$ cat src/rtl/bcd_conv_arbiter_pkg.sv
// Shared types, constants and helpers for the BCD conversion arbiter.
package bcd_conv_arbiter_pkg;
  localparam int BIN_W       = 14;
  localparam int BCD_MAX     = 9999;
  localparam int TIMEOUT_DEF = 31;

  typedef enum logic [1:0] {
    IDLE  = 2'd0,
    ISSUE = 2'd1,
    WAIT  = 2'd2,
    RESP  = 2'd3
  } state_t;

  typedef struct packed {
    logic [3:0] d3;
    logic [3:0] d2;
    logic [3:0] d1;
    logic [3:0] d0;
  } bcd_t;

  // Double-dabble correction: digits >= 5 get +3 before the next shift.
  function automatic logic [15:0] bcd_adj(input logic [15:0] d);
    logic [15:0] r;
    r = '0;
    for (int k = 0; k < 4; k++)
      r[4*k +: 4] = (d[4*k +: 4] >= 4'd5) ? d[4*k +: 4] + 4'd3 : d[4*k +: 4];
    return r;
  endfunction

  // Saturate an operand to the largest four-digit value.
  function automatic logic [BIN_W-1:0] clamp_op(input logic [BIN_W-1:0] v);
    return (v > BIN_W'(BCD_MAX)) ? BIN_W'(BCD_MAX) : v;
  endfunction
endpackage

$ cat src/rtl/bcd_conv_arbiter_if.sv
// Requester-side bus of the arbiter: requests, operands, acks and results.
interface bcd_conv_arbiter_if import bcd_conv_arbiter_pkg::*; #(
  parameter int NREQ = 4
);
  logic [NREQ-1:0]       req;
  logic [NREQ*BIN_W-1:0] bin_in;
  logic [NREQ-1:0]       ack;
  logic                  busy;
  logic [NREQ-1:0]       resp_valid;
  logic [3:0]            bcd3, bcd2, bcd1, bcd0;
  logic                  resp_ovf;
  logic                  resp_err;

  modport master (
    output req, bin_in,
    input  ack, busy, resp_valid, bcd3, bcd2, bcd1, bcd0, resp_ovf, resp_err
  );

  modport slave (
    input  req, bin_in,
    output ack, busy, resp_valid, bcd3, bcd2, bcd1, bcd0, resp_ovf, resp_err
  );
endinterface

$ cat src/rtl/bcd_conv_arbiter_bin2bcd.sv
// Sequential shift-add-3 binary to BCD converter, one bit per cycle.
// start is taken only while ready; done_tick pulses with the result valid.
module bcd_conv_arbiter_bin2bcd import bcd_conv_arbiter_pkg::*; (
  input  logic             clk,
  input  logic             reset_n,
  input  logic             start,
  input  logic [BIN_W-1:0] bin,
  output logic             ready,
  output logic             done_tick,
  output logic [3:0]       bcd3,
  output logic [3:0]       bcd2,
  output logic [3:0]       bcd1,
  output logic [3:0]       bcd0
);
  logic             run;
  logic [3:0]       cnt;
  logic [BIN_W-1:0] sh;
  logic [15:0]      acc;
  logic [15:0]      acc_adj;

  assign acc_adj = bcd_adj(acc);
  assign ready   = !run;
  assign {bcd3, bcd2, bcd1, bcd0} = acc;

  // Load on start, then shift one operand bit into the BCD digits per cycle.
  always_ff @(posedge clk or negedge reset_n) begin
    if (!reset_n) begin
      run       <= 1'b0;
      cnt       <= '0;
      sh        <= '0;
      acc       <= '0;
      done_tick <= 1'b0;
    end else begin
      done_tick <= 1'b0;
      if (start && !run) begin
        run <= 1'b1;
        cnt <= '0;
        sh  <= bin;
        acc <= '0;
      end else if (run) begin
        {acc, sh} <= {acc_adj, sh} << 1;
        cnt       <= cnt + 4'd1;
        if (cnt == 4'(BIN_W-1)) begin
          run       <= 1'b0;
          done_tick <= 1'b1;
        end
      end
    end
  end
endmodule

$ cat src/rtl/bcd_conv_arbiter.sv
// Round-robin arbiter sharing one bin2bcd converter among NREQ requesters.
// Operands are clamped to 9999 on capture; a stuck conversion is aborted
// after TIMEOUT cycles in WAIT and answered with an error and zero digits.
module bcd_conv_arbiter import bcd_conv_arbiter_pkg::*; #(
  parameter int NREQ    = 4,
  parameter int TIMEOUT = TIMEOUT_DEF
) (
  input logic               clk,
  input logic               reset_n,
  bcd_conv_arbiter_if.slave bus
);
  localparam int GW = (NREQ > 1) ? $clog2(NREQ) : 1;
  localparam int CW = $clog2(TIMEOUT + 1);

  state_t           state, state_nxt;
  logic [GW-1:0]    last_grant, grant, pick;
  logic             any_req;
  logic [BIN_W-1:0] pick_bin, op;
  logic             op_ovf;
  logic [CW-1:0]    wait_cnt;
  logic             timed_out;
  logic [NREQ-1:0]  ack_q;
  bcd_t             res;
  logic             res_ovf, res_err;
  logic             conv_start, conv_ready, conv_done;
  logic [3:0]       cb3, cb2, cb1, cb0;

  // Round-robin pick: first requester after last_grant, wrapping.
  always_comb begin
    any_req = |bus.req;
    pick    = last_grant;
    for (int i = NREQ; i >= 1; i--)
      if (bus.req[(int'(last_grant) + i) % NREQ])
        pick = GW'((int'(last_grant) + i) % NREQ);
  end

  assign pick_bin   = bus.bin_in[BIN_W*int'(pick) +: BIN_W];
  assign timed_out  = (wait_cnt == CW'(TIMEOUT - 1)) && !conv_done;
  assign conv_start = (state == ISSUE) && conv_ready;

  // Next-state logic.
  always_comb begin
    state_nxt = state;
    case (state)
      IDLE:  if (any_req) state_nxt = ISSUE;
      ISSUE: if (conv_ready) state_nxt = WAIT;
      WAIT:  if (conv_done || timed_out) state_nxt = RESP;
      RESP:  state_nxt = IDLE;
      default: state_nxt = IDLE;
    endcase
  end

  // State register.
  always_ff @(posedge clk or negedge reset_n) begin
    if (!reset_n) state <= IDLE;
    else          state <= state_nxt;
  end

  // Grant capture, timeout counter, result registers and grant history.
  always_ff @(posedge clk or negedge reset_n) begin
    if (!reset_n) begin
      ack_q      <= '0;
      grant      <= '0;
      last_grant <= GW'(NREQ - 1);
      op         <= '0;
      op_ovf     <= 1'b0;
      wait_cnt   <= '0;
      res        <= '0;
      res_ovf    <= 1'b0;
      res_err    <= 1'b0;
    end else begin
      ack_q <= '0;
      if (state == IDLE && any_req) begin
        ack_q  <= NREQ'(1) << pick;
        grant  <= pick;
        op     <= clamp_op(pick_bin);
        op_ovf <= pick_bin > BIN_W'(BCD_MAX);
      end
      wait_cnt <= (state == WAIT) ? wait_cnt + 1'b1 : '0;
      if (state == WAIT) begin
        if (conv_done) begin
          res     <= {cb3, cb2, cb1, cb0};
          res_ovf <= op_ovf;
          res_err <= 1'b0;
        end else if (timed_out) begin
          res     <= '0;
          res_ovf <= op_ovf;
          res_err <= 1'b1;
        end
      end
      if (state == RESP) last_grant <= grant;
    end
  end

  bcd_conv_arbiter_bin2bcd u_conv (
    .clk       (clk),
    .reset_n   (reset_n),
    .start     (conv_start),
    .bin       (op),
    .ready     (conv_ready),
    .done_tick (conv_done),
    .bcd3      (cb3),
    .bcd2      (cb2),
    .bcd1      (cb1),
    .bcd0      (cb0)
  );

  assign bus.ack        = ack_q;
  assign bus.busy       = (state != IDLE);
  assign bus.resp_valid = (state == RESP) ? (NREQ'(1) << grant) : '0;
  assign bus.bcd3       = res.d3;
  assign bus.bcd2       = res.d2;
  assign bus.bcd1       = res.d1;
  assign bus.bcd0       = res.d0;
  assign bus.resp_ovf   = res_ovf;
  assign bus.resp_err   = res_err;
endmodule

$ cat src/flat_wrapper.sv
// flat-port wrapper written by rule: the top's interface ports become plain ports
module bcd_conv_arbiter_flat import bcd_conv_arbiter_pkg::*;
#(
  parameter int NREQ    = 4,
  parameter int TIMEOUT = TIMEOUT_DEF
)
  (clk, reset_n, bus_req, bus_bin_in, bus_ack, bus_busy, bus_resp_valid, bus_bcd3, bus_bcd2, bus_bcd1, bus_bcd0, bus_resp_ovf, bus_resp_err);
  bcd_conv_arbiter_if #(.NREQ(NREQ)) bus_i ();
  input logic clk;
  input logic reset_n;
  input wire logic [$bits(bus_i.req)-1:0] bus_req;
  input wire logic [$bits(bus_i.bin_in)-1:0] bus_bin_in;
  output wire logic [$bits(bus_i.ack)-1:0] bus_ack;
  output wire logic [$bits(bus_i.busy)-1:0] bus_busy;
  output wire logic [$bits(bus_i.resp_valid)-1:0] bus_resp_valid;
  output wire logic [$bits(bus_i.bcd3)-1:0] bus_bcd3;
  output wire logic [$bits(bus_i.bcd2)-1:0] bus_bcd2;
  output wire logic [$bits(bus_i.bcd1)-1:0] bus_bcd1;
  output wire logic [$bits(bus_i.bcd0)-1:0] bus_bcd0;
  output wire logic [$bits(bus_i.resp_ovf)-1:0] bus_resp_ovf;
  output wire logic [$bits(bus_i.resp_err)-1:0] bus_resp_err;
  assign bus_i.req = bus_req;
  assign bus_i.bin_in = bus_bin_in;
  assign bus_ack = bus_i.ack;
  assign bus_busy = bus_i.busy;
  assign bus_resp_valid = bus_i.resp_valid;
  assign bus_bcd3 = bus_i.bcd3;
  assign bus_bcd2 = bus_i.bcd2;
  assign bus_bcd1 = bus_i.bcd1;
  assign bus_bcd0 = bus_i.bcd0;
  assign bus_resp_ovf = bus_i.resp_ovf;
  assign bus_resp_err = bus_i.resp_err;
  bcd_conv_arbiter #(.NREQ(NREQ), .TIMEOUT(TIMEOUT)) u_core (.clk(clk), .reset_n(reset_n), .bus(bus_i));
endmodule
$ cat config.mk
export PLATFORM = sky130hd
export DESIGN_NAME = bcd_conv_arbiter_flat
export DESIGN_NICKNAME = d
export VERILOG_FILES = /design/src/rtl/bcd_conv_arbiter_pkg.sv /design/src/rtl/bcd_conv_arbiter_if.sv /design/src/rtl/bcd_conv_arbiter_bin2bcd.sv /design/src/rtl/bcd_conv_arbiter.sv /design/src/flat_wrapper.sv
export SDC_FILE = /design/constraint.sdc
export NUM_CORES = 1
export LEC_CHECK = 0
export ABC_AREA = 1
export BUFFER_PORTS_ARGS = -buffer_cell sky130_fd_sc_hd__buf_2
export CAP_MARGIN = 20
export CORE_MARGIN = 2
export CORE_UTILIZATION = 40
export DETAILED_ROUTE_END_ITERATION = 12
export SYNTH_ARGS = -nofsm -noshare
export SYNTH_HDL_FRONTEND = slang
export SYNTH_SLANG_ARGS = --single-unit
$ cat constraint.sdc
create_clock -name clk -period 2.8 [get_ports clk]
set_input_delay 0.28 -clock clk [delete_from_list [all_inputs] [get_ports clk]]
set_output_delay 0.28 -clock clk [all_outputs]
set_load 0.02 [all_outputs]
== Yosys cells after proc, flatten, opt, wreduce, memory -nomap -nowiden ==
Index checks and enable logic that the tools add are counted.

* Input port bits: 62
* Output and inout bits: 27
* Register bits after elaboration: 84
* Word-level logic and storage cells: 117

* $lt $le $gt $ge: 9
* $mul: 1
* Bitwise gates (word level): 4
* Eq/ne operators: 8
* Add/sub/neg operators: 10
* Reduce and logical (&&, ||, !) cells: 18
* Shifts and indexed selects: 3
* Mux-type cells: 46

{| class="wikitable"
|+ Operators by type and width
! operator !! count
|-
| two-way mux 16 bit || 4
|-
| indexed part select 56 x 32 -> 14 bit || 1
|-
| two-way mux 14 bit || 3
|-
| two-way mux 4 bit || 7
|-
| two-way mux 1 bit || 18
|-
| greater-or-equal comparator 4 x 3 -> 1 bit (second input constant) || 4
|-
| < comparator 3 x 4 -> 1 bit (second input constant) || 4
|-
| greater-than comparator 14 bit (second input constant) || 1
|-
| two-way mux 2 bit || 7
|-
| adder 4 x 2 -> 4 bit (second input constant) || 3
|-
| binary-select mux 1 bit (select 2 bit) || 4
|-
| one-hot mux 2 bit (4 select lines) || 1
|-
| OR reduction 2 bit || 4
|-
| << shifter 1 x 2 -> 4 bit (first input constant) || 2
|-
| nonzero test 2 bit || 3
|-
| adder 5 x 1 -> 5 bit (second input constant) || 1
|-
| equality test 5 bit (second input constant) || 1
|-
| multiplier 3 x 2 -> 5 bit (first input constant) || 1
|-
| two-way mux 5 bit || 1
|-
| adder 2 x 1 -> 2 bit (second input constant) || 2
|-
| adder 2 bit (second input constant) || 2
|-
| adder 4 x 1 -> 4 bit (second input constant) || 1
|-
| AND 1 bit (first input constant) || 4
|-
| equality test 2 bit (second input constant) || 2
|-
| other kinds (13) || 18
|}

== Longest topological paths before layout ==
Gate-level depths: netlist of run 1.

* Depth after elaboration: 14
* Depth in mapped cells: 22
* Gate-level depth less buffers: 19

== Hierarchy ==
From an unflattened synthesis of run 1, not the netlist that was laid out.

* Cell total of the unflattened synthesis: 579
* Area, all modules: 4653.2 um^2

{| class="wikitable"
|+ By module, submodules not included
! module !! times used !! area an instance (um^2) !! sequential area each (um^2) !! cells an instance
|-
| bcd_conv_arbiter || 1 || 2748.9 || 1203.7 || 349
|-
| bcd_conv_arbiter_bin2bcd || 1 || 1904.3 || 900.9 || 230
|}

== Worst setup path after synthesis of run 1 ==
No wires, ideal clock.

* Path kind: register to register
* Start: register u_core.last_grant[0]
* End: register u_core.op[12]
* Path buffers: 3
* Data required time: 2.683 ns
* Path slack: 0.632 ns
* Arrival: 2.051 ns
* Cell stages (with the launch flop): 21
* Library setup time: 0.117 ns
* Period minus slack after synthesis: 2.168 ns
* Path through: dfstp_2 > buf_6 > inv_4 > nand2_1 > nand2_1 > nand2_2 > nand2_2 > inv_2 > nand3_2 > buf_4 > nand3_1 > nand3_1 > nand2_1 > nand2_1 > nor2_1 > nand2_1 > nand2_1 > nand2_2 > buf_6 > nand2_1 > nand2_1

* Word-level cells in the longest chain between the ends: 12
* Elaborated cells between the ends (all ways): 24
* Classes of those cells: add/sub: 4; mul: 1; order compare: 1; shift: 1; mux: 17

{| class="wikitable"
|+ Ends and longest elaborated chain
! item !! RTL line !! RTL
|-
| from (decl) || bcd_conv_arbiter.sv:16 || <nowiki>logic [GW-1:0] last_grant, grant, pick;</nowiki>
|-
| from (signal assigned) || bcd_conv_arbiter.sv:64 || <nowiki>last_grant <= GW'(NREQ - 1);</nowiki>
|-
| from (signal assigned) || bcd_conv_arbiter.sv:91 || <nowiki>if (state == RESP) last_grant <= grant;</nowiki>
|-
| adder 2 x 1 -> 2 bit || bcd_conv_arbiter.sv:33, bcd_conv_arbiter.sv:34 ||
|-
| binary-select mux 1 bit (select 2 bit) || bcd_conv_arbiter.sv:33 || <nowiki>if (bus.req[(int'(last_grant) + i) % NREQ])</nowiki>
|-
| two-way mux 1 bit (implied by the code) (2 in a row) || bcd_conv_arbiter.sv:33 ||
|-
| two-way mux 2 bit (3 in a row) || bcd_conv_arbiter.sv:33 ||
|-
| two-way mux 2 bit (*) || bcd_conv_arbiter.sv:33 ||
|-
| multiplier 3 x 2 -> 5 bit (*) || bcd_conv_arbiter.sv:37 || <nowiki>assign pick_bin = bus.bin_in[BIN_W*int'(pick) +: BIN_W];</nowiki>
|-
| indexed part select 56 x 32 -> 14 bit (*) || bcd_conv_arbiter.sv:37 ||
|-
| greater-than comparator 14 bit || bcd_conv_arbiter_pkg.sv:32 || <nowiki>return (v > BIN_W'(BCD_MAX)) ? BIN_W'(BCD_MAX) : v;</nowiki>
|-
| two-way mux 14 bit (*) || bcd_conv_arbiter_pkg.sv:32 ||
|-
| to (signal assigned) || bcd_conv_arbiter.sv:76 || <nowiki>op <= clamp_op(pick_bin);</nowiki>
|-
| to (decl) || bcd_conv_arbiter.sv:18 || <nowiki>logic [BIN_W-1:0] pick_bin, op;</nowiki>
|}

Every way passes the cells marked *; elsewhere a longest branch is shown, timed or not. The select of a mux whose other input is x is not followed.
A chain may end at the register's enable or synchronous reset.

== Final worst setup path of run 1 ==
* Start: register u_core.last_grant[0]
* End: register u_core.op[7]

The elaborated chain is that of the path after synthesis.

==> results of run 1 <==
Yosys cell counts, types with 2 or more instances:
cell / count / area [um^2]
a21oi_1: 4 / 20.0
a21oi_2: 8 / 70.1
buf_4: 3 / 22.5
buf_6: 5 / 56.3
clkbuf_1: 13 / 48.8
clkinv_1: 2 / 7.51
dfrtp_1: 82 / 2050
dfstp_2: 2 / 52.6
ha_1: 16 / 200
inv_1: 77 / 289
inv_2: 3 / 11.3
nand2_1: 145 / 544
nand2_2: 8 / 50.1
nand2_4: 2 / 22.5
nand3_1: 55 / 275
nor2_1: 48 / 180
nor3_1: 2 / 10.0
o211ai_1: 8 / 60.1
o21a_1: 2 / 15.0
o21ai_0: 60 / 300
o21ai_1: 2 / 10.0
o221ai_1: 7 / 61.3
o22ai_1: 6 / 37.5
o32ai_1: 3 / 26.3
xor2_1: 3 / 26.3
power breakdown:
group | internal [mW] | leakage [nW] | switching [mW] | total [mW]
sequential | 1.69 | 1.07 | 0.285 | 1.97
clock | 0.737 | 0.149 | 0.464 | 1.20
combinational | 1.23 | 1.62 | 2.39 | 3.62
layout by cell type, fill, tap and decap left out, types with 8 or more instances in the layout:
cell / synthesis / routed
nand3_1: 55 / 55
clkbuf_16: 0 / 9
buf_2: 0 / 87
o21ai_0: 60 / 60
inv_1: 77 / 77
a21oi_2: 8 / 8
ha_1: 16 / 16
buf_4: 3 / 10
nor2_1: 48 / 48
dfrtp_1: 82 / 82
o211ai_1: 8 / 8
nand2_1: 145 / 145
registers in the layout (all words and copies together) (netlist names):
register	cells
u_core.u_conv.acc	16
u_core.op	14
u_core.u_conv.sh	14
u_core.wait_cnt	5
u_core.bus.ack	4
u_core.bus.bcd0	4
u_core.bus.bcd1	4
u_core.bus.bcd2	4
u_core.bus.bcd3	4
u_core.u_conv.cnt	4
u_core.grant	2
u_core.last_grant	2
u_core.state	2
u_core.bus.resp_err	1
u_core.bus.resp_ovf	1
u_core.op_ovf	1
u_core.u_conv.done_tick	1
u_core.u_conv.run	1
cells by family after synthesis:
family / Yosys count / synth area share
AOI/OAI and AO/OA: 104 / 0.140
DFF: 84 / 0.465
adders and majority gates: 16 / 0.0443
xor gates and xnor gates: 3 / 0.00581
and+or+nand+nor: 264 / 0.246
buffers and inverters: 105 / 0.0985
final cells by class:
| type | count | area (um^2) |
|---|---|---|
| clock buffer | 12 | 256 |
| clock inverter | 4 | 47.5 |
| fill | 1075 | 5500 |
| inverter | 83 | 314 |
| multi-input combinational | 387 | 1990 |
| sequential | 84 | 2100 |
| tap | 140 | 175 |
| timing repair buffer | 99 | 548 |
stage by stage:
stage / setup TNS (ns) / setup slack (ns) / instance area (um^2)
6_report: 0 / 0.330 / 5430
5_1_grt: -0.0218 / -0.0130 / 5430
4_1_cts: 0 / 0.136 / 5370
3_5_place_dp: 0 / 0.144 / 5070
3_3_place_gp: 0 / 0.216 / 5070
2_1_floorplan: 0 / 0.632 / 4520
worst max-delay path: stages (launching register included):
cell	delay [ns]
dfstp_2	0.64
inv_4	0.08
nand2_1	0.06
nand2_1	0.08
nand2_1	0.08
nand2_1	0.07
nand2_2	0.09
nand2_2	0.08
nand2_4	0.15
nand2_8	0.16
nand2_1	0.10
nand3_1	0.06
nand2_1	0.12
nand2_1	0.06
nor2_1	0.08
nand2_1	0.06
nand2_1	0.09
nand2_4	0.14
nand2_1	0.09
nand2_1	0.05
per-layer routing:
layer | global-route usage | wire (um) | vias up
met5 | 0 | 0 | -
met4 | 0.0625 | 103 | 0
met3 | 0.0288 | 449 | 6
met2 | 0.297 | 4520 | 95
met1 | 0.217 | 4640 | 1799
li1 | - | - | 2028
worst max path at each step:
stage | cells after the start | start | to
2_1_floorplan | 20 | u_core.last_grant[0] | u_core.op[12]
3_3_place_gp | 19 | u_core.last_grant[0] | u_core.op[12]
3_5_place_dp | 19 | u_core.last_grant[0] | u_core.op[7]
4_1_cts | 19 | u_core.last_grant[0] | u_core.op[7]
5_1_grt | 19 | u_core.last_grant[0] | u_core.op[6]
6_report | 19 | u_core.last_grant[0] | u_core.op[7]
repair_timing:
action                                  4_1_cts  5_1_grt
buffers inserted                              0        1
gates resized for setup                       0        2
hold endpoints to repair                      0       21
endpoints found under the setup margin        0       14
hold buffers                                  0        1
==> metrics.csv, run 1 <==
stage,metric,value,unit
route,vias,3928,
yosys,syn_inst,576,
yosys,netlist_area,4520,um^2
flow_run,cap_viol_max_count,0,
cts,tritoncts,yes,
cts,cts_made_buffers,9,
placed_design,dp_hpwl,6990,um
cts,htree_levels,3,
power,peakVddDrop,536,uV
floorplanning,core-area,10900,um^2
grt,grt_pass1_wl,16700,um
route,drc,0,
cells_and_area,areaGrowthSynthToFinish,20.1,%
sta,max_freq,405,MHz
setup_path,r2r-start,u_core.last_grant[0],
power,p_total,6.79,mW
placed_design,dp_cells,790,
setup_path,worst_r2r_endpoint,u_core.op[7],
route,postRouteAntennaNets,0,
sta,period_needed,2.47,ns
sta,slew_violations,0,
cts,clock_path_buffers,2,
cells_and_area,fin_util,0.497,
cells_and_area,drive_gt1_frac,0.209,
cts,insertion_delay,0.33,ns
min_path,hold_class,in -> reg,
setup_path,cp.required,3.03,ns
cells_and_area,stdcell_count,809,
yosys,synth_edf_count,0,
setup_path,path_class,reg -> reg,
route,drtIter0Drc,250,
setup_path,r2r_slack,0.33,ns
setup_path,worstPathArrival,2.70,ns
yosys,avgSynthCellArea,7.85,um^2
yosys,synth_ff_type,dfrtp_1,
route,wl,9720,um
min_path,hold_end,u_core.op[1],
grt,grt_max_degree,85,
setup_path,start_kind,register,
cts,path_clk_slew,0.06,ns
cells_and_area,insertedDiodeCount,0,
setup_path,cp-end-kind,register,
floorplanning,dieArea,12200,um^2
cts,cts-root-buf,clkbuf_16,
power,power_leakage,2.84,nW
route,first_pass_iters,4,
placed_design,gp_congestion,0.837,
grt,grt_pass1_vias,3792,
sta,finalCritPeriodShare,0.882,
yosys,synthDistinctLibCells,35,
sta,finalClockSkew,0.00648,ns
floorplanning,start_util,0.414,
floorplanning,fp-row-count,38,
yosys,ys_seq_area_frac,0.465,
cells_and_area,nets,742,
setup_path,reg2reg_depth,19,
route,routed_via_density,4.86,
yosys,async_reset_ff_frac,1.00,
floorplanning,die_x,110,um
grt,grt_usage,0.172,
grt,antenna_found_initial,0,
sta,finalHoldViolCount,0,
yosys,synth_nets,654,
yosys,ys_ff_latch,84,
floorplanning,io_pins,89,
sta,maxSlewHeadroom,0.362,
sta,whs,0.321,ns
grt,grt_overflow,0,
sta,worst_pin_slew,0.954,ns
yosys,yosysWarnings,0,
power,p_per_area,1250,nW/um^2
min_path,whs_path_depth,5,
sta,finalSetupViolCount,0,
run_status,outcome,completed,
min_path,min_from,bus_bin_in[43],
floorplanning,die_h,110,um
route,avgRoutedWirePerCell,12.0,um
cts,clock_sink_count,84,
placed_design,io_buffers,88,
setup_path,critPathMaxFanout,30,
(Power assumes the default switching activity.)
==> inputs of run 2 (changes only) <==
Settings changed: CAP_MARGIN 20 to 40, RECOVER_POWER set to 100.
==> metrics.csv, run 2 (synthesis gave the netlist of run 1 again) <==
stage,metric,value,unit,change
placed_design,dp_slack,0.128,ns,-0.0160 ns
cells_and_area,top_regs,"u_core.u_conv.acc (16), u_core.op (14), u_core.u_conv.sh (14)",,
cts,clock_path_buffers,2,,unchanged
sta,finalClockSkew,0.00595,ns,-0.000534 ns
flow_run,cap_viol_max_count,1,,+1
sta,finalSetupViolCount,0,,unchanged
placed_design,io_buffers,88,,unchanged
min_path,hold_class,in -> reg,,
route,routed_via_density,4.93,,+1.5%
route,avgRoutedWirePerCell,12.0,um,about the same
sta,max_freq,409,MHz,+1.1%
sta,period_needed,2.44,ns,-0.0273 ns
cells_and_area,nets,743,,+0.13%
sta,tns,0,ns,unchanged
run_status,outcome,finished with violations,,
setup_path,path_class,reg -> reg,,
cts,tritoncts,yes,,
cells_and_area,layout_common_cells,"nand2_1 (145), dfrtp_1 (82), inv_1 (77)",,
sta,worst_pin_slew,1.98,ns,+1.03 ns
power,p_total,6.63,mW,-2.4%
route,postRouteAntennaNets,0,,unchanged
route,drtIter0Drc,251,,+0.40%
setup_path,worstPathArrival,2.66,ns,-0.04 ns
power,intPower,3.53,mW,-3.3%
cells_and_area,areaGrowthSynthToFinish,18.1,%,
grt,grt_pass1_wl,16900,um,+1.2%
power,p_clk_frac,0.173,,-0.004
grt,grt_usage,0.175,,+0.00256
sta,maxSlewHeadroom,-0.321,,-0.683
floorplanning,core-area,10900,um^2,unchanged
grt,antenna_found_initial,0,,unchanged
floorplanning,die_h,110,um,unchanged
cts,insertion_delay,0.33,ns,about the same
grt,grt_pass1_vias,3793,,+0.026%
cells_and_area,insertedDiodeCount,0,,unchanged
power,seqPwrFrac,0.298,,+0.007
setup_path,cp.required,3.02,ns,about the same
sta,finalCritPeriodShare,0.872,,-0.00977
placed_design,gp_congestion,0.837,,unchanged
power,peakVddDrop,563,uV,+5.0%
power,swShare,0.467,,+0.00493
cts,clock_sink_count,84,,unchanged
cells_and_area,regMostFlops,u_core.u_conv.acc,,
cts,htree_levels,3,,unchanged
cts,cts_made_buffers,9,,unchanged
route,drc,0,,unchanged
setup_path,critPathMaxFanout,30,,unchanged
sta,whs,0.323,ns,+0.00165 ns
placed_design,dp_hpwl,7130,um,+1.9%
grt,grt_overflow,0,,unchanged
route,wl,9740,um,+0.22%
cells_and_area,drive_gt1_frac,0.149,,-0.0600
cells_and_area,largest_reg_flops,16,,unchanged
sta,rsz0062_at_grt,no,,
cells_and_area,final_common_cell,nand2_1,,
sta,worst_slack,0.357,ns,+0.0273 ns
power,power_leakage,2.70,nW,-5.2%
route,first_pass_iters,4,,unchanged
sta,slew_violations,36,,+36
cells_and_area,fin_util,0.488,,-0.00835
cts,cts-root-buf,clkbuf_16,,
power,power.switching,3.10,mW,-1.3%
cts,path_clk_slew,0.06,ns,about the same
power,comb_power_share,0.530,,-0.003
sta,finalHoldViolCount,0,,unchanged
floorplanning,start_util,0.414,,unchanged
route,vias,3991,,+1.6%
floorplanning,die_x,110,um,unchanged
floorplanning,dieArea,12200,um^2,unchanged
grt,grt_max_degree,50,,-41%
setup_path,cp-end-kind,register,,
floorplanning,fp-row-count,38,,unchanged
floorplanning,io_pins,89,,unchanged
setup_path,start_kind,register,,
run_status,violations,"max-capacitance violations, max-slew violations",,
power,p_per_area,1240,nW/um^2,-0.70%
-- run 2: repair_timing --
item,4_1_cts,5_1_grt
gates resized for setup,0,2
hold buffers,1,0
hold endpoints to repair,33,0
setup buffers,0,1
setup endpoints to repair,0,14
-- run 2: through the flow --
stage | cell area [um^2] | instances
global placement | 5070 | 790
finish | 5340 | 810
floorplan | 4520 | 576
global route | 5340 | 810
detailed placement | 5100 | 792
CTS | 5400 | 809
-- run 2: power by group through the flow --
stage | registers (mW) | clock network [mW] | logic (mW)
floorplan | 2.00 | 0 | 2.86
finish | 1.97 | 1.14 | 3.51
CTS | 1.98 | 1.17 | 3.61
detailed placement | 2.00 | 0 | 3.59
global route | 2.04 | 1.23 | 4.04
global placement | 1.98 | 0 | 3.51
-- run 2: path summary, 6_finish.rpt --
| check | start | endpoint | slack, ns | cells past startpoint |
|---|---|---|---|---|
| max | u_core.last_grant[0] | u_core.op[7] | 0.36 | 19 |
| min | bus_bin_in[44] | u_core.op[2] | 0.32 | 5 |
| max reg2reg | u_core.last_grant[0] | u_core.op[7] | 0.36 | 19 |
| min reg2reg | u_core.op[11] | u_core.op[11] | 0.48 | 2 |
| max in group asynchronous | reset_n | u_core.u_conv.sh[5] | 0.61 | 2 |
| min in group asynchronous | reset_n | u_core.wait_cnt[0] | 1.04 | 2 |
-- run 2: worst max-delay path, stage by stage, from the launching register on --
cell and delay (ns):
dfstp_2 0.62, inv_2 0.11, nand2_1 0.07, nand2_1 0.07
nand2_1 0.09, nand2_1 0.07, nand2_2 0.09, nand2_2 0.08
nand2_4 0.15, nand2_8 0.16, nand2_1 0.09, nand3_1 0.06
nand2_1 0.12, nand2_1 0.06, nor2_1 0.08, nand2_1 0.06
nand2_1 0.09, nand2_4 0.12, nand2_1 0.09, nand2_1 0.05
-- run 2: area by class of cell --
cell class | count | area [um^2]
Fill cell | 1114 | 5600
Sequential cell | 84 | 2100
Multi-Input combinational cell | 387 | 1960
Timing Repair Buffer | 100 | 499
Inverter | 83 | 312
Clock buffer | 12 | 236
Tap cell | 140 | 175
Clock inverter | 4 | 50.0
-- run 2: per-layer routing --
layer | track usage | share of wire | routed length [um]
met1 | 0.219 | 0.47 | 4570
met2 | 0.310 | 0.48 | 4630
met3 | 0.0382 | 0.051 | 496
met4 | 0.0348 | 0.0045 | 44
met5 | 0 | 0 | 0
==> inputs of run 3 (changes only) <==
Settings changed: GPL_TIMING_DRIVEN set to 0.
==> metrics.csv, run 3 (synthesis gave the netlist of run 1 again) <==
stage,metric,value,unit,change
route,first_pass_iters,4,,unchanged
sta,tns,0,ns,unchanged
cells_and_area,layout_common_cells,"nand2_1 (145), dfrtp_1 (82), inv_1 (77)",,
setup_path,critPathMaxFanout,10,,-67%
cells_and_area,areaGrowthSynthToFinish,18.9,%,
power,p_per_area,1260,nW/um^2,+1.8%
cts,tritoncts,yes,,
cells_and_area,insertedDiodeCount,0,,unchanged
power,swShare,0.464,,-0.00294
route,wl,10200,um,+5.0%
grt,grt_pass1_vias,3840,,+1.2%
cells_and_area,top_regs,"u_core.u_conv.acc (16), u_core.op (14), u_core.u_conv.sh (14)",,
sta,slew_violations,0,,-100%
cts,cts_made_buffers,9,,unchanged
power,power.switching,3.15,mW,+1.9%
setup_path,max_stage_delay,0.52,ns,-0.10 ns
placed_design,dp_hpwl,7770,um,+9.0%
setup_path,start_kind,register,,
sta,worst_pin_slew,1.04,ns,-0.944 ns
power,power_leakage,2.73,nW,+1.2%
route,drc,0,,unchanged
grt,antenna_found_initial,0,,unchanged
power,seqPwrFrac,0.288,,-0.010
route,vias,3979,,-0.30%
setup_path,path_class,reg -> reg,,
floorplanning,io_pins,89,,unchanged
run_status,outcome,completed,,
cells_and_area,nets,755,,+1.6%
cts,insertion_delay,0.34,ns,about the same
placed_design,dpl_cell_area,5160,um^2,+1.1%
placed_design,gp_congestion,0.835,,-0.33%
grt,grt_pass1_wl,17300,um,+2.3%
cells_and_area,seqCellArea,2100,um^2,unchanged
cts,postCtsSetupRepairBufs,0,,unchanged
cells_and_area,regMostFlops,u_core.u_conv.acc,,
setup_path,crit_path_frequent_cell,nand2_1,,
cells_and_area,drive_gt1_frac,0.156,,+0.00663
sta,maxSlewHeadroom,0.308,,+0.629
floorplanning,die_x,110,um,unchanged
setup_path,worstPathArrival,2.72,ns,+0.06 ns
setup_path,cp-end-kind,register,,
grt,grt_max_degree,44,,-12%
sta,finalCritPeriodShare,0.880,,+0.00776
cts,path_clk_slew,0.06,ns,about the same
cells_and_area,final_area,5380,um^2,+0.68%
sta,finalSetupViolCount,0,,unchanged
sta,period_needed,2.46,ns,+0.0217 ns
power,intPower,3.64,mW,+3.1%
placed_design,io_buffers,88,,unchanged
power,comb_power_share,0.548,,+0.018
floorplanning,start_util,0.414,,unchanged
cts,clock_sink_count,84,,unchanged
floorplanning,core-area,10900,um^2,unchanged
cells_and_area,multi_input_comb_area,1950,um^2,-0.51%
cells_and_area,n_fill_cell,1100,,-1.3%
cts,htree_levels,3,,unchanged
placed_design,dp_slack,0.320,ns,+0.193 ns
setup_path,slowest_stage,dfstp_2,,
sta,rsz0062_at_grt,no,,
sta,worst_slack,0.335,ns,-0.0217 ns
route,routed_via_density,4.85,,-1.5%
cts,ctsHoldBuffers,1,,unchanged
cells_and_area,final_common_cell,nand2_1,,
floorplanning,fp-row-count,38,,unchanged
power,p_clk_frac,0.164,,-0.009
route,drtIter0Drc,245,,-2.4%
cts,cts-root-buf,clkbuf_16,,
sta,finalHoldViolCount,0,,unchanged
floorplanning,die_h,110,um,unchanged
route,postRouteAntennaNets,0,,unchanged
sta,max_freq,406,MHz,-0.88%
grt,grt_overflow,0,,unchanged
route,avgRoutedWirePerCell,12.5,um,+3.7%
floorplanning,dieArea,12200,um^2,unchanged
setup_path,cp_cell_sequence,buf_6 > inv_4 > nand2_1 > nand2_1 > nand2_1 > nand2_1 > nand2_2 > nand3_2 > buf_4 > nand3_1 > nand3_1 > nand2_1 > nand2_1 > nor2_1 > nand2_1 > nand2_1 > nand2_2 > buf_6 > a21oi_1,,
grt,grt_usage,0.181,,+0.00641
power,peakVddDrop,700,uV,+24%
sta,finalClockSkew,0.00757,ns,+0.00163 ns
flow_run,cap_viol_max_count,0,,-1
setup_path,cp.required,3.05,ns,+0.03 ns
cells_and_area,largest_reg_flops,16,,unchanged
min_path,hold_class,in -> reg,,
cts,ctsResizeCount,0,,unchanged
cts,clock_path_buffers,2,,unchanged
[run 3: final timing paths]
kind	startpoint	slack [ns]	cells after the start	end
worst max register to register	u_core.last_grant[0]	0.34	19	u_core.op[2]
min in group asynchronous	reset_n	0.66	2	u_core.wait_cnt[1]
max in group asynchronous	reset_n	0.57	3	u_core.u_conv.sh[9]
worst min-delay path	bus_bin_in[45]	0.31	5	u_core.op[3]
worst min register to register	u_core.op[10]	0.49	2	u_core.u_conv.sh[10]
worst max-delay path	u_core.last_grant[0]	0.34	19	u_core.op[2]
[run 3: per-layer routing]
metal	GRT usage	routed length, um	share of wire
met2	0.308	4660	0.46
met5	0	0	0
met3	0.0253	437	0.043
met1	0.237	4970	0.49
met4	0.0616	159	0.016
[run 3: power groups by stage]
stage | clock network, mW | registers, mW | logic [mW]
3_3_place_gp | 0 | 1.96 | 3.77
6_report | 1.11 | 1.96 | 3.73
2_1_floorplan | 0 | 2.00 | 2.86
5_1_grt | 1.19 | 2.01 | 4.28
4_1_cts | 1.13 | 1.95 | 3.87
3_5_place_dp | 0 | 1.97 | 3.85
[run 3: through the flow]
step	instances	hold slack (ns)	total power, mW	utilization
3_5_place_dp	805	0.308	5.82	0.472
5_1_grt	820	0.337	7.47	0.492
3_3_place_gp	804	0.468	5.72	0.470
6_report	820	0.308	6.80	0.492
4_1_cts	820	0.311	6.95	0.498
2_1_floorplan	576	-0.0156	4.86	-
[run 3: worst max-delay path, delay by kind of cell, from the launching register on]
family,cells,cell delay [ns]
AND/OR/NAND/NOR,14,1.16
flip-flops,1,0.52
buffers and inverters,4,0.57
AO/OA/AOI/OAI,1,0.13
[run 3: cell type report]
cell class                      instances  area share
Buffer                                 22      0.0244
Clock buffer                           12      0.0496
Clock inverter                          2     0.00186
Inverter                               83      0.0584
Multi-Input combinational cell        387       0.363
Sequential cell                        84       0.391
Tap cell                              140      0.0326
Timing Repair Buffer                   90      0.0784
